File: src/rtl/serial_compare_unit_if.sv
// Start/ready/done handshake bundle between the sequential control FSM
// and the serial comparator.
interface serial_compare_unit_if #(
  parameter int unsigned WIDTH = 64
);
  logic             start;
  logic             signed_op;
  logic [WIDTH-1:0] a;
  logic [WIDTH-1:0] b;
  logic             ready;
  logic             done;
  logic             lt;
  logic             eq;

  // Control FSM side
  modport master (
    output start, signed_op, a, b,
    input  ready, done, lt, eq
  );

  // Comparator side
  modport slave (
    input  start, signed_op, a, b,
    output ready, done, lt, eq
  );
endinterface

File: src/rtl/serial_compare_unit.sv
// Multi-cycle SLT/SLTU/equality comparator. Operands are scanned LSB-first,
// BITS_PER_CYCLE bits per clock. The most significant differing bit decides
// lt, because each later (higher) bit overrides the accumulated verdict.
// In signed mode only the sign bit flips the sense of the decision.
// WIDTH must be a multiple of BITS_PER_CYCLE.
module serial_compare_unit #(
  parameter int unsigned WIDTH          = 64,
  parameter int unsigned BITS_PER_CYCLE = 1
) (
  input  logic                clk,
  input  logic                reset,
  serial_compare_unit_if.slave bus
);

  localparam int unsigned N    = WIDTH / BITS_PER_CYCLE;
  localparam int unsigned CntW = (N > 1) ? $clog2(N) : 1;

  typedef enum logic [1:0] {StIdle, StRun, StDone} state_e;

  state_e            state_q;
  logic [CntW-1:0]   cnt_q;
  // Operand copies shift right each RUN cycle so the current chunk is
  // always at bits [BITS_PER_CYCLE-1:0]; avoids a wide index mux.
  logic [WIDTH-1:0]  a_q;
  logic [WIDTH-1:0]  b_q;
  logic              signed_q;
  logic              lt_acc_q;
  logic              eq_acc_q;
  logic              ready_q;
  logic              done_q;
  logic              lt_q;
  logic              eq_q;

  logic              last_chunk;
  logic              lt_acc_d;
  logic              eq_acc_d;

  assign last_chunk = (cnt_q == CntW'(N - 1));

  // Fold the current chunk into the accumulators, lowest bit first.
  always_comb begin
    lt_acc_d = lt_acc_q;
    eq_acc_d = eq_acc_q;
    for (int unsigned j = 0; j < BITS_PER_CYCLE; j++) begin
      if (a_q[j] != b_q[j]) begin
        eq_acc_d = 1'b0;
        // Sign bit: a negative a (a=1, b=0) is the smaller operand.
        if (signed_q && last_chunk && (j == BITS_PER_CYCLE - 1)) begin
          lt_acc_d = a_q[j];
        end else begin
          lt_acc_d = b_q[j];
        end
      end
    end
  end

  // Control FSM with registered handshake and result outputs.
  always_ff @(posedge clk) begin
    if (reset) begin
      state_q  <= StIdle;
      ready_q  <= 1'b1;
      done_q   <= 1'b0;
      lt_q     <= 1'b0;
      eq_q     <= 1'b0;
      cnt_q    <= '0;
      lt_acc_q <= 1'b0;
      eq_acc_q <= 1'b1;
      signed_q <= 1'b0;
    end else begin
      unique case (state_q)
        StIdle: begin
          if (bus.start) begin
            a_q      <= bus.a;
            b_q      <= bus.b;
            signed_q <= bus.signed_op;
            cnt_q    <= '0;
            lt_acc_q <= 1'b0;
            eq_acc_q <= 1'b1;
            ready_q  <= 1'b0;
            state_q  <= StRun;
          end
        end
        StRun: begin
          a_q      <= a_q >> BITS_PER_CYCLE;
          b_q      <= b_q >> BITS_PER_CYCLE;
          lt_acc_q <= lt_acc_d;
          eq_acc_q <= eq_acc_d;
          if (last_chunk) begin
            lt_q    <= lt_acc_d;
            eq_q    <= eq_acc_d;
            done_q  <= 1'b1;
            state_q <= StDone;
          end else begin
            cnt_q <= cnt_q + 1'b1;
          end
        end
        StDone: begin
          done_q  <= 1'b0;
          ready_q <= 1'b1;
          state_q <= StIdle;
        end
        default: begin
          state_q <= StIdle;
          ready_q <= 1'b1;
          done_q  <= 1'b0;
        end
      endcase
    end
  end

  assign bus.ready = ready_q;
  assign bus.done  = done_q;
  assign bus.lt    = lt_q;
  assign bus.eq    = eq_q;

endmodule

File: src/flat_wrapper.sv
// flat-port wrapper written by rule: the top's interface ports become plain ports
module serial_compare_unit_flat 
#(
  parameter int unsigned WIDTH          = 64,
  parameter int unsigned BITS_PER_CYCLE = 1
)
  (clk, reset, bus_start, bus_signed_op, bus_a, bus_b, bus_ready, bus_done, bus_lt, bus_eq);
  serial_compare_unit_if #(.WIDTH(WIDTH)) bus_i ();
  input  logic clk;
  input  logic reset;
  input wire logic [$bits(bus_i.start)-1:0] bus_start;
  input wire logic [$bits(bus_i.signed_op)-1:0] bus_signed_op;
  input wire logic [$bits(bus_i.a)-1:0] bus_a;
  input wire logic [$bits(bus_i.b)-1:0] bus_b;
  output wire logic [$bits(bus_i.ready)-1:0] bus_ready;
  output wire logic [$bits(bus_i.done)-1:0] bus_done;
  output wire logic [$bits(bus_i.lt)-1:0] bus_lt;
  output wire logic [$bits(bus_i.eq)-1:0] bus_eq;
  assign bus_i.start = bus_start;
  assign bus_i.signed_op = bus_signed_op;
  assign bus_i.a = bus_a;
  assign bus_i.b = bus_b;
  assign bus_ready = bus_i.ready;
  assign bus_done = bus_i.done;
  assign bus_lt = bus_i.lt;
  assign bus_eq = bus_i.eq;
  serial_compare_unit #(.WIDTH(WIDTH), .BITS_PER_CYCLE(BITS_PER_CYCLE)) u_core (.clk(clk), .reset(reset), .bus(bus_i));
endmodule
File: config.mk
export PLATFORM = sky130hd
export DESIGN_NAME = serial_compare_unit_flat
export DESIGN_NICKNAME = d
export VERILOG_FILES = /design/src/rtl/serial_compare_unit_if.sv /design/src/rtl/serial_compare_unit.sv /design/src/flat_wrapper.sv
export SDC_FILE = /design/constraint.sdc
export NUM_CORES = 1
export LEC_CHECK = 0
export BUFFER_PORTS_ARGS = -buffer_cell sky130_fd_sc_hd__buf_4
export CELL_PAD_IN_SITES_DETAIL_PLACEMENT = 1
export CELL_PAD_IN_SITES_GLOBAL_PLACEMENT = 1
export CORE_MARGIN = 2
export CORE_UTILIZATION = 41
export DETAILED_ROUTE_END_ITERATION = 8
export PLACE_DENSITY_LB_ADDON = 0.25
export SYNTH_ARGS = -nofsm -noshare
export SYNTH_HDL_FRONTEND = slang
export SYNTH_SLANG_ARGS = --single-unit
export TNS_END_PERCENT = 20
File: constraint.sdc
create_clock -name clk -period 17.6 [get_ports clk]
set_clock_uncertainty 0.15 [all_clocks]
set_input_delay 3.52 -clock clk [delete_from_list [all_inputs] [get_ports clk]]
set_output_delay 3.52 -clock clk [all_outputs]
set_load 0.05 [all_outputs]
== After elaboration in Yosys (flattened, before gate mapping) ==
Index checks and enable logic that the tools add are counted.

* RAM bits: 0
* Bits in latches: 0
* Bits of input ports: 132
* Word-level logic and storage cells: 52
* Output and inout port bits: 4
* Register bits: 143
* Bits in read-only memories: 0
* Memories kept: 0

* Equality and inequality tests: 6
* Divide/modulo/power cells: 0
* Shifts and indexed selects: 0
* Reduce and logical (&&, ||, !) cells: 11
* $mul: 0
* Bitwise operators: 3
* Mux-type cells: 20
* $add $sub $neg: 1
* $lt $le $gt $ge: 0

{| class="wikitable"
|+ Operators with widths
! cell !! number
|-
| $pmux W64 S2 || 2
|-
| $mux W64 || 2
|-
| $mux W6 || 2
|-
| $pmux W6 S2 || 1
|-
| $reduce_and A2 Y1 || 6
|-
| $pmux W1 S2 || 4
|-
| $add A6 B1 Y6 const B || 1
|-
| $eq A6 B6 Y1 const B || 1
|-
| $mux W1 || 6
|-
| $reduce_and A3 Y1 || 2
|-
| $mux W2 || 2
|-
| $ne A2 B2 Y1 const B || 2
|-
| $pmux W2 S2 || 1
|-
| $not A1 Y1 || 3
|-
| $eq A2 B1 Y1 const B || 1
|-
| $logic_not A2 Y1 || 1
|-
| $ne A2 B1 Y1 const B || 1
|-
| $reduce_bool A2 Y1 || 1
|-
| $logic_and A1 B1 Y1 || 1
|-
| $ne A1 B1 Y1 || 1
|}

== Longest topological paths before layout ==
Gate-level depths: netlist of run 1.

* Depth after elaboration: 5
* Gate-level depth with buffers: 6
* Depth with buffers taken out: 5

== Worst setup path after synthesis of run 1 ==
Ideal clock, no wire load.

* Path type: input port to flip-flop
* Start point: input port reset
* End point: register u_core.a_q[0] (enable)
* Cell stages on the path: 2
* Setup slack: 4.211 ns
* Arrival: 12.467 ns
* Library setup time: 0.772 ns
* Path buffers: 1
* Required time: 16.678 ns
* Path through: clkbuf_1 > nor3_1

* Longest elaborated chain between the ends: 2

{| class="wikitable"
|+ Ends and longest elaborated chain
! element !! RTL line !! RTL
|-
| from (decl) || flat_wrapper.sv:10 || <nowiki>input logic reset;</nowiki>
|-
| $not A1 Y1 (no line) || n/a ||
|-
| $reduce_and A3 Y1 (no line) || n/a ||
|-
| to (signal assigned) || serial_compare_unit.sv:73 || <nowiki>a_q <= bus.a;</nowiki>
|-
| to (signal assigned) || serial_compare_unit.sv:84 || <nowiki>a_q <= a_q >> BITS_PER_CYCLE;</nowiki>
|-
| to (decl) || serial_compare_unit.sv:24 || <nowiki>logic [WIDTH-1:0] a_q;</nowiki>
|}

Every way passes these cells.
A chain may end at the register's enable or synchronous reset.

== Worst setup path in the final report of run 1 ==
* Start point: input port reset
* End point: register u_core.b_q[8] (enable)

* Longest elaborated chain between the ends: 2

{| class="wikitable"
|+ Ends and longest elaborated chain
! element !! RTL line !! RTL
|-
| $not A1 Y1 (no line) || n/a ||
|-
| $reduce_and A3 Y1 (no line) || n/a ||
|-
| to (signal assigned) || serial_compare_unit.sv:74 || <nowiki>b_q <= bus.b;</nowiki>
|-
| to (signal assigned) || serial_compare_unit.sv:85 || <nowiki>b_q <= b_q >> BITS_PER_CYCLE;</nowiki>
|-
| to (decl) || serial_compare_unit.sv:25 || <nowiki>logic [WIDTH-1:0] b_q;</nowiki>
|}

Every way passes these cells.

==> results.ini, run 1 <==
[timing]
setup_slack_ns = 12.14
slew_headroom = 0.423
fmax_mhz = 183
setup_violations = 0
hold_slack_ns = 0.317
tightestPinTransition_ns = 0.865
finalSetupTns_ns = 0
slew_violations = 0
finalHoldViolations = 0
final.min_clock_period_ns = 5.46
finalCritPeriodShare = 0.310
rsz0062_at_grt = false

[routing]
first_iter_violations = 327
post_drt_wl_per_cell_um = 14.7
final_antenna_net_count = 0
wirelength_um = 13800
first_pass_iters = 4
vias = 4535
drc_errors = 0
vias_per_cell = 4.84

[grt]
grt_pass1_vias = 4684
grt_max_degree = 74
antenna_found_initial = 0
overflow = 0
grt_pass1_wl_um = 22500
grtUsageTotal = 0.180

[power_and_ir_drop]
intPower_mw = 0.639
power_leakage_nw = 3.53
p_clk_frac = 0.408
irDropWorstVdd_mv = 0.0693
power_mw = 0.820
switchingPower_mw = 0.181
pwr-share-comb = 0.096
share_seq_of_total_power = 0.496
switching_share = 0.221
p_per_area_mw_per_mm2 = 106

[worst_setup_path]
arrival_ns = 5.35
endpoint_kind = flop
reg2reg_depth = 4
worstPathMaxFanout = 68
r2r_start = u_core.state_q[0]
path_common_cell = buf_4
path_delay_family = buffers and inverters
cpPeakStageDelay_ns = 0.76
cp_cell_sequence = buf_4, nor3_2, buf_4, buf_4
worstSetupEndpoint = u_core.b_q[8]
slowest_stage = buf_4
crit_start = reset
r2r-end = u_core.b_q[8]
path_buf_inv = 3
required_ns = 17.49
path_class = in -> reg
r2r_slack_ns = 14.81
crit_path_start_kind = input port
crit_cells = 4

[placed_design]
port_buffers = 135
placed_cells = 906
pre_cts_slack_ns = 11.68
dp_hpwl_um = 8990
gp_congestion = 0.738

[finish]
nFillCells = 1629
layout-drive-gt1-share = 0.226
area_growth_pct = 28.1
nets = 874
antenna_cells = 0
finalNonFillerCells = 937

[synth]
yosysMostFrequentCell = nand2_1
synth-seq-cells = 143
synthTopCellsByArea = edfxtp_1, nand2_1, dfxtp_1
synthFlopType = edfxtp_1
synth.cells.most_frequent = nand2_1, edfxtp_1, clkbuf_1
async_flop_share = 0
syn_avg_cell_area_um2 = 9.88
synth.top_cell.area_share = 0.633
synth_top_cell_by_area = edfxtp_1
syn_area_mm2 = 0.00607
syn_inst = 614
yosysWarnings = 0
synth-edff-count = 128
ys_types = 32
syn_nets = 747
ys_seq_area_frac = 0.683

[clocking]
cts_max_level = 4
cts_buffer_depth = 2
cts_root_buf = clkbuf_16
clock_latency_ns = 0.41
tritoncts = built
cts_resized = 0
numCtsBuffers = 17
path_clk_slew_ns = 0.06
cts_hold_buf = 0
postCtsSetupBuffers = 0
cts.sinks = 143

[floorplanning]
die_area_mm2 = 0.0158
io_pins = 136
rows = 44
core_mm2 = 0.0145
die_h_um = 126
die_x_um = 126
initial_core_util = 0.419

[run_status]
outcome = complete, no violations

[worst_hold_path]
hp-class = reg -> reg

[job]
cap_violations = 0

==> flip-flops by register name, indices dropped and copies added (netlist names), 2 cells and up <==
register,cells
u_core.cnt_q,6
u_core.b_q,64
u_core.state_q,2
u_core.a_q,64
==> logic make-up (layout without fill, tap and decap cells) <==
logic type	count (synthesis)	in the layout	share of synthesized area
adders and majority gates	3	3	0.00536
AOI/OAI and AO/OA	14	14	0.0146
and+or+nand+nor	414	414	0.265
DFF	143	143	0.683
buffers and inverters	35	174	0.0241
xor gates and xnor gates	2	2	0.00289
muxes	3	3	0.00495
==> worst reg2reg max path, delay by kind of cell (launching register included) <==
| kind | cells | cell delay (ns) |
|---|---|---|
| simple gates | 2 | 0.27 |
| buf+inv | 2 | 1.47 |
| flops | 1 | 0.49 |
==> worst min-delay path by stage <==
stage | cells after the start | startpoint | endpoint | slack [ns]
final | 2 | u_core.eq_acc_q | u_core.eq_acc_q | 0.32
after global routing | 2 | u_core.eq_acc_q | u_core.eq_acc_q | 0.35
after CTS | 2 | u_core.eq_acc_q | u_core.eq_acc_q | 0.32
after detailed placement | 2 | u_core.eq_acc_q | u_core.eq_acc_q | 0.31
after global placement | 1 | u_core.bus.ready | u_core.bus.ready | 0.30
after floorplan | 2 | u_core.eq_acc_q | u_core.eq_acc_q | 0.29
==> power groups by stage <==
| stage | clock network (mW) | registers (mW) | logic [mW] |
|---|---|---|---|
| 2_1_floorplan | 0 | 0.417 | 0.0428 |
| 3_3_place_gp | 0 | 0.413 | 0.0764 |
| 3_5_place_dp | 0 | 0.414 | 0.0800 |
| 4_1_cts | 0.341 | 0.407 | 0.0808 |
| 5_1_grt | 0.353 | 0.409 | 0.0899 |
| 6_report | 0.334 | 0.407 | 0.0788 |
==> stage by stage <==
stage	utilization	area, um2
after global routing	0.537	7770
final	0.537	7770
after global placement	0.500	7230
after detailed placement	0.500	7230
after CTS	0.537	7770
after floorplan	-	6070
==> final cells by class <==
| type | instances | area, um2 | share of cell area |
|---|---|---|---|
| Clock inverter | 10 | 96.3 | 0.0124 |
| Inverter | 3 | 11.3 | 0.00145 |
| Clock buffer | 21 | 440 | 0.0567 |
| Multi-Input combinational cell | 436 | 1800 | 0.231 |
| Tap cell | 184 | 230 | 0.0296 |
| Timing Repair Buffer | 140 | 1050 | 0.135 |
| Sequential cell | 143 | 4140 | 0.533 |
==> cell usage in the layout, fill, tap and decap left out, types with 2 or more instances in the layout <==
cell | synthesis | final
a21oi_1 | 4 | 4
and2_1 | 3 | 3
buf_4 | 0 | 140
bufinv_16 | 0 | 2
clkbuf_1 | 30 | 4
clkbuf_16 | 0 | 17
clkinv_1 | 0 | 3
clkinv_2 | 0 | 5
dfxtp_1 | 15 | 15
edfxtp_1 | 128 | 128
inv_1 | 3 | 3
maj3_1 | 2 | 2
mux2i_1 | 3 | 3
nand2_1 | 381 | 381
nand2b_1 | 3 | 2
nand3_1 | 6 | 6
nor2_1 | 9 | 9
o21ai_0 | 4 | 4
or3_1 | 3 | 3
==> metal layers <==
metal  GRT usage  part of all wire
met5           0                 0
met4      0.0641             0.015
met3      0.0506             0.054
met2       0.297              0.48
met1       0.229              0.45
Note: power is estimated with default switching activity, not from simulation.
==> run 2: changes to the inputs <==
- CORE_UTILIZATION: 41 -> 37
- clock period: 17.6 -> 4.6 ns (I/O delays scaled with it)
==> run 2 against run 1 <==
Net effect: setup slack got worse by 9.9 ns; die area rose by 10%; non-clock buffer count fell by 1; clock power rose to 3.8 times the previous value; clock-buffer cell count did not move; core utilization fell by 4.5 points; combinational power rose to 3.9 times the previous value; hold slack got worse by 0.0043 ns; largest power group unchanged.
==> results.ini, run 2 (synthesis results as in run 1) <==
[run_status]
outcome = complete, no violations

[worst_hold_path]
min_from = u_core.bus.ready
hp-class = reg -> reg
whs_path_depth = 1

[worst_setup_path]
reg2reg_depth = 4
path_class = reg -> reg
endpoint_kind = flop
r2r_slack_ns = 2.24
crit_path_start_kind = flop
required_ns = 4.73
r2r_start = u_core.state_q[1]
worstPathMaxFanout = 98
arrival_ns = 2.49
crit_start = u_core.state_q[1]

[floorplanning]
core_mm2 = 0.0159
die_area_mm2 = 0.0174
die_h_um = 132
die_x_um = 132
io_pins = 136
initial_core_util = 0.381
rows = 46

[routing]
post_drt_wl_per_cell_um = 14.2
drc_errors = 0
wirelength_um = 13800
first_iter_violations = 270
vias_per_cell = 4.64
final_antenna_net_count = 0
first_pass_iters = 4
vias = 4499

[power_and_ir_drop]
p_per_area_mw_per_mm2 = 400
power_leakage_nw = 3.53
power_mw = 3.13
irDropWorstVdd_mv = 0.262

[timing]
rsz0062_at_grt = false
finalSetupTns_ns = 0
setup_slack_ns = 2.24
tightestPinTransition_ns = 1.06
slew_violations = 0
fmax_mhz = 424
final.min_clock_period_ns = 2.36
setup_violations = 0
finalCritPeriodShare = 0.513
finalHoldViolations = 0
slew_headroom = 0.293

[clocking]
cts_buffer_depth = 2
clock_latency_ns = 0.41
cts_root_buf = clkbuf_16
cts_hold_buf = 0
tritoncts = built
postCtsSetupBuffers = 0
cts_max_level = 4
path_clk_slew_ns = 0.06
cts.sinks = 143
numCtsBuffers = 17
cts_resized = 0

[placed_design]
gp_congestion = 0.723
placed_cells = 937
port_buffers = 135
placed_area_mm2 = 0.00730
dp_hpwl_um = 9050
pre_cts_slack_ns = 2.13

[grt]
grt_pass1_wl_um = 23000
grtUsageTotal = 0.166
grt_pass1_vias = 4745
grt_max_degree = 129
grt-busiest-layer = met2
overflow = 0
met2_usage = 0.274
antenna_found_initial = 0
use_met1 = 0.213
grt_use_met3 = 0.0400

[finish]
finalNonFillerCells = 969
seq_area_mm2 = 0.00414
most-common-layout-cells = nand2_1, buf_4, edfxtp_1
layout_commonest_cell = nand2_1
design_area_mm2 = 0.00784
area_growth_pct = 29.1
reg_top3 = u_core.a_q (64), u_core.b_q (64), u_core.cnt_q (6)
nets = 873
multi_input_area_mm2 = 0.00180
antenna_cells = 0
layout-drive-gt1-share = 0.222
nFillCells = 1845

[job]
cap_violations = 0

run 2: per-layer routing:
layer  vias up  routed length, um
li1       2252                  -
met1      2120               6170
met2       111               6810
met3        16                603
met4         0                204
met5         -                  0
run 2: metrics by stage:
| stage | hold WS (ns) | utilization |
|---|---|---|
| 6_report | 0.313 | 0.492 |
| 5_1_grt | 0.349 | 0.492 |
| 4_1_cts | 0.320 | 0.492 |
| 3_5_place_dp | 0.307 | 0.458 |
| 3_3_place_gp | 0.306 | 0.458 |
| 2_1_floorplan | 0.290 | - |
run 2: power by group:
group | total, mW | internal (mW) | switching [mW]
Clock | 1.27 | 0.783 | 0.488
Sequential | 1.56 | 1.53 | 0.0266
Combinational | 0.304 | 0.134 | 0.171
Total | 3.13 | 2.45 | 0.685
run 2: final timing paths:
path | end
hold reg to reg | u_core.bus.ready
setup / recovery | u_core.a_q[41]
setup reg to reg | u_core.a_q[41]
hold / removal | u_core.bus.ready
run 2: critical path: stages (launching register included):
cell and delay (ns):
dfxtp_1 0.55, nand2b_4 0.84, buf_4 0.46, nand2_1 0.11, nand2_1 0.09
run 2: area by class of cell:
class	instances	area share
Multi-Input combinational cell	436	0.230
Sequential cell	143	0.529
Clock buffer	21	0.0562
Timing Repair Buffer	139	0.136
Clock inverter	11	0.0125
Inverter	3	0.00144
Tap cell	216	0.0345
==> run 3: changes to the inputs <==
- clock period: 4.6 -> 1.89 ns (I/O delays scaled with it)
==> run 3 against run 2 <==
Net effect: clock-buffer cell count is 1 higher; sequential cell count stayed put; first-iteration DRC count is 15% lower; final cell count grew 1.2%; hold slack worse by 0.23 ns; sequential share of layout area shrank 0.84 points; largest power group unchanged; register-to-register slack got worse by 2.1 ns; routed wire length increased by 1.9%; sequential power increased by 140%; combinational power grew to 2.6 times the previous value; die area stayed put; setup slack got worse by 2.1 ns.
==> results.ini, run 3 (synthesis results as in run 1) <==
[placed_design]
port_buffers = 135
gp_congestion = 0.751
dp_hpwl_um = 9500
pre_cts_slack_ns = 0.00332

[power_and_ir_drop]
irDropWorstVdd_mv = 0.684
power_leakage_nw = 3.59
p_per_area_mw_per_mm2 = 947

[grt]
grt_max_degree = 68
overflow = 0
grt_pass1_wl_um = 23500
grt_pass1_vias = 4813
antenna_found_initial = 0
grtUsageTotal = 0.168

[clocking]
cts_max_level = 4
cts_hold_buf = 0
clock_latency_ns = 0.41
cts_buffer_depth = 2
tritoncts = built
cts_root_buf = clkbuf_16
numCtsBuffers = 17
postCtsSetupBuffers = 0
cts.sinks = 143
path_clk_slew_ns = 0.06

[worst_setup_path]
r2r_start = u_core.cnt_q[0]
r2r_slack_ns = 0.10
worstPathMaxFanout = 6
slowest_stage = a311o_1
arrival_ns = 1.99
path_class = reg -> reg
endpoint_kind = flop
path_delay_family = simple AND/OR/NAND/NOR gates
crit_path_start_kind = flop
path_buf_inv = 0
cp_cell_sequence = ha_2, and2_4, a311o_1, or4_1, nand2_1
r2r-end = u_core.cnt_q[5]
required_ns = 2.09
crit_start = u_core.cnt_q[0]
cpPeakStageDelay_ns = 0.43
reg2reg_depth = 5

[routing]
first_iter_violations = 230
first_pass_iters = 4
vias_per_cell = 4.64
wirelength_um = 14100
post_drt_wl_per_cell_um = 14.3
final_antenna_net_count = 0
vias = 4555
drc_errors = 0

[worst_hold_path]
hp-class = in -> reg
hold_end = u_core.a_q[55]
whs_path_depth = 3
min_from = bus_a[55]

[timing]
slew_violations = 0
finalHoldViolations = 0
final.min_clock_period_ns = 1.79
rsz0062_at_grt = false
setup_slack_ns = 0.101
tightestPinTransition_ns = 0.475
fmax_mhz = 559
finalCritPeriodShare = 0.946
slew_headroom = 0.682
finalSetupTns_ns = 0
hold_slack_ns = 0.0814
setup_violations = 0

[finish]
area_growth_pct = 31.3
most-common-layout-cells = nand2_1, buf_4, edfxtp_1
layout_commonest_cell = nand2_1
reg_top3 = u_core.a_q (64), u_core.b_q (64), u_core.cnt_q (6)
antenna_cells = 0
nets = 885
layout-drive-gt1-share = 0.243

[floorplanning]
die_h_um = 132
initial_core_util = 0.381
rows = 46
die_area_mm2 = 0.0174
io_pins = 136
die_x_um = 132
core_mm2 = 0.0159

[run_status]
outcome = complete, no violations

[job]
cap_violations = 0

==> run 3: cell count changes in the layout (fill, tap and decap cells not counted), moves of 2 or more <==
cell	delta
a21oi_1	-2
a21oi_2	+2
buf_12	+4
buf_4	+8
dfxtp_1	-3
dfxtp_2	+3
o21ai_0	-3
o21ai_1	+3
==> run 3: area by class of cell <==
cell class | count | area, um2
clock inverters | 10 | 71.3
flip-flops and latches | 143 | 4150
multi-input cells | 436 | 1820
inverters | 3 | 11.3
well taps | 216 | 270
repair buffers | 151 | 1210
clock buffers | 22 | 444
fillers | 1838 | 7970
==> run 3: metrics by stage <==
step | instance area, um2 | instances | util | power (mW)
6_report | 7970 | 981 | 0.500 | 7.55
5_1_grt | 7970 | 981 | 0.500 | 7.88
4_1_cts | 7960 | 981 | 0.499 | 7.65
3_5_place_dp | 7440 | 949 | 0.467 | 4.65
3_3_place_gp | 7440 | 949 | 0.467 | 4.60
2_1_floorplan | 6100 | 614 | - | 4.25
==> run 3: report_power, final <==
group / switching [mW] / leakage, nW / internal (mW)
Sequential: 0.0620 / 1.35 / 3.72
Combinational: 0.428 / 1.99 / 0.358
Clock: 1.20 / 0.249 / 1.78
==> run 3: worst max-delay path by stage <==
stage	cells past startpoint	slack (ns)	end
detailed placement	5	0.003	u_core.cnt_q[5]
global route	5	0.02	u_core.cnt_q[3]
finish	5	0.10	u_core.cnt_q[5]
CTS	4	0.04	u_core.cnt_q[5]
floorplan	2	-2.24	u_core.a_q[0]
global placement	5	0.04	u_core.cnt_q[5]
==> run 3: repair_timing <==
| item | 4_1_cts | 5_1_grt |
|---|---|---|
| setup endpoints to repair | 2 | 3 |
| pin swaps | 1 | 5 |
| gates resized for setup | 0 | 10 |
==> run 3: worst reg2reg max path: cells and delay by family (launching register included) <==
kind,cells,cell delay [ns]
and+or+nand+nor,3,0.65
AOI/OAI and AO/OA,1,0.43
DFF,1,0.32
adders and majority gates,1,0.18
==> run 3: layer usage <==
| metal | GRT usage | routed length, um |
|---|---|---|
| met3 | 0.0484 | 660 |
| met1 | 0.216 | 6360 |
| met5 | 0 | 0 |
| met2 | 0.275 | 6890 |
| met4 | 0.0519 | 138 |
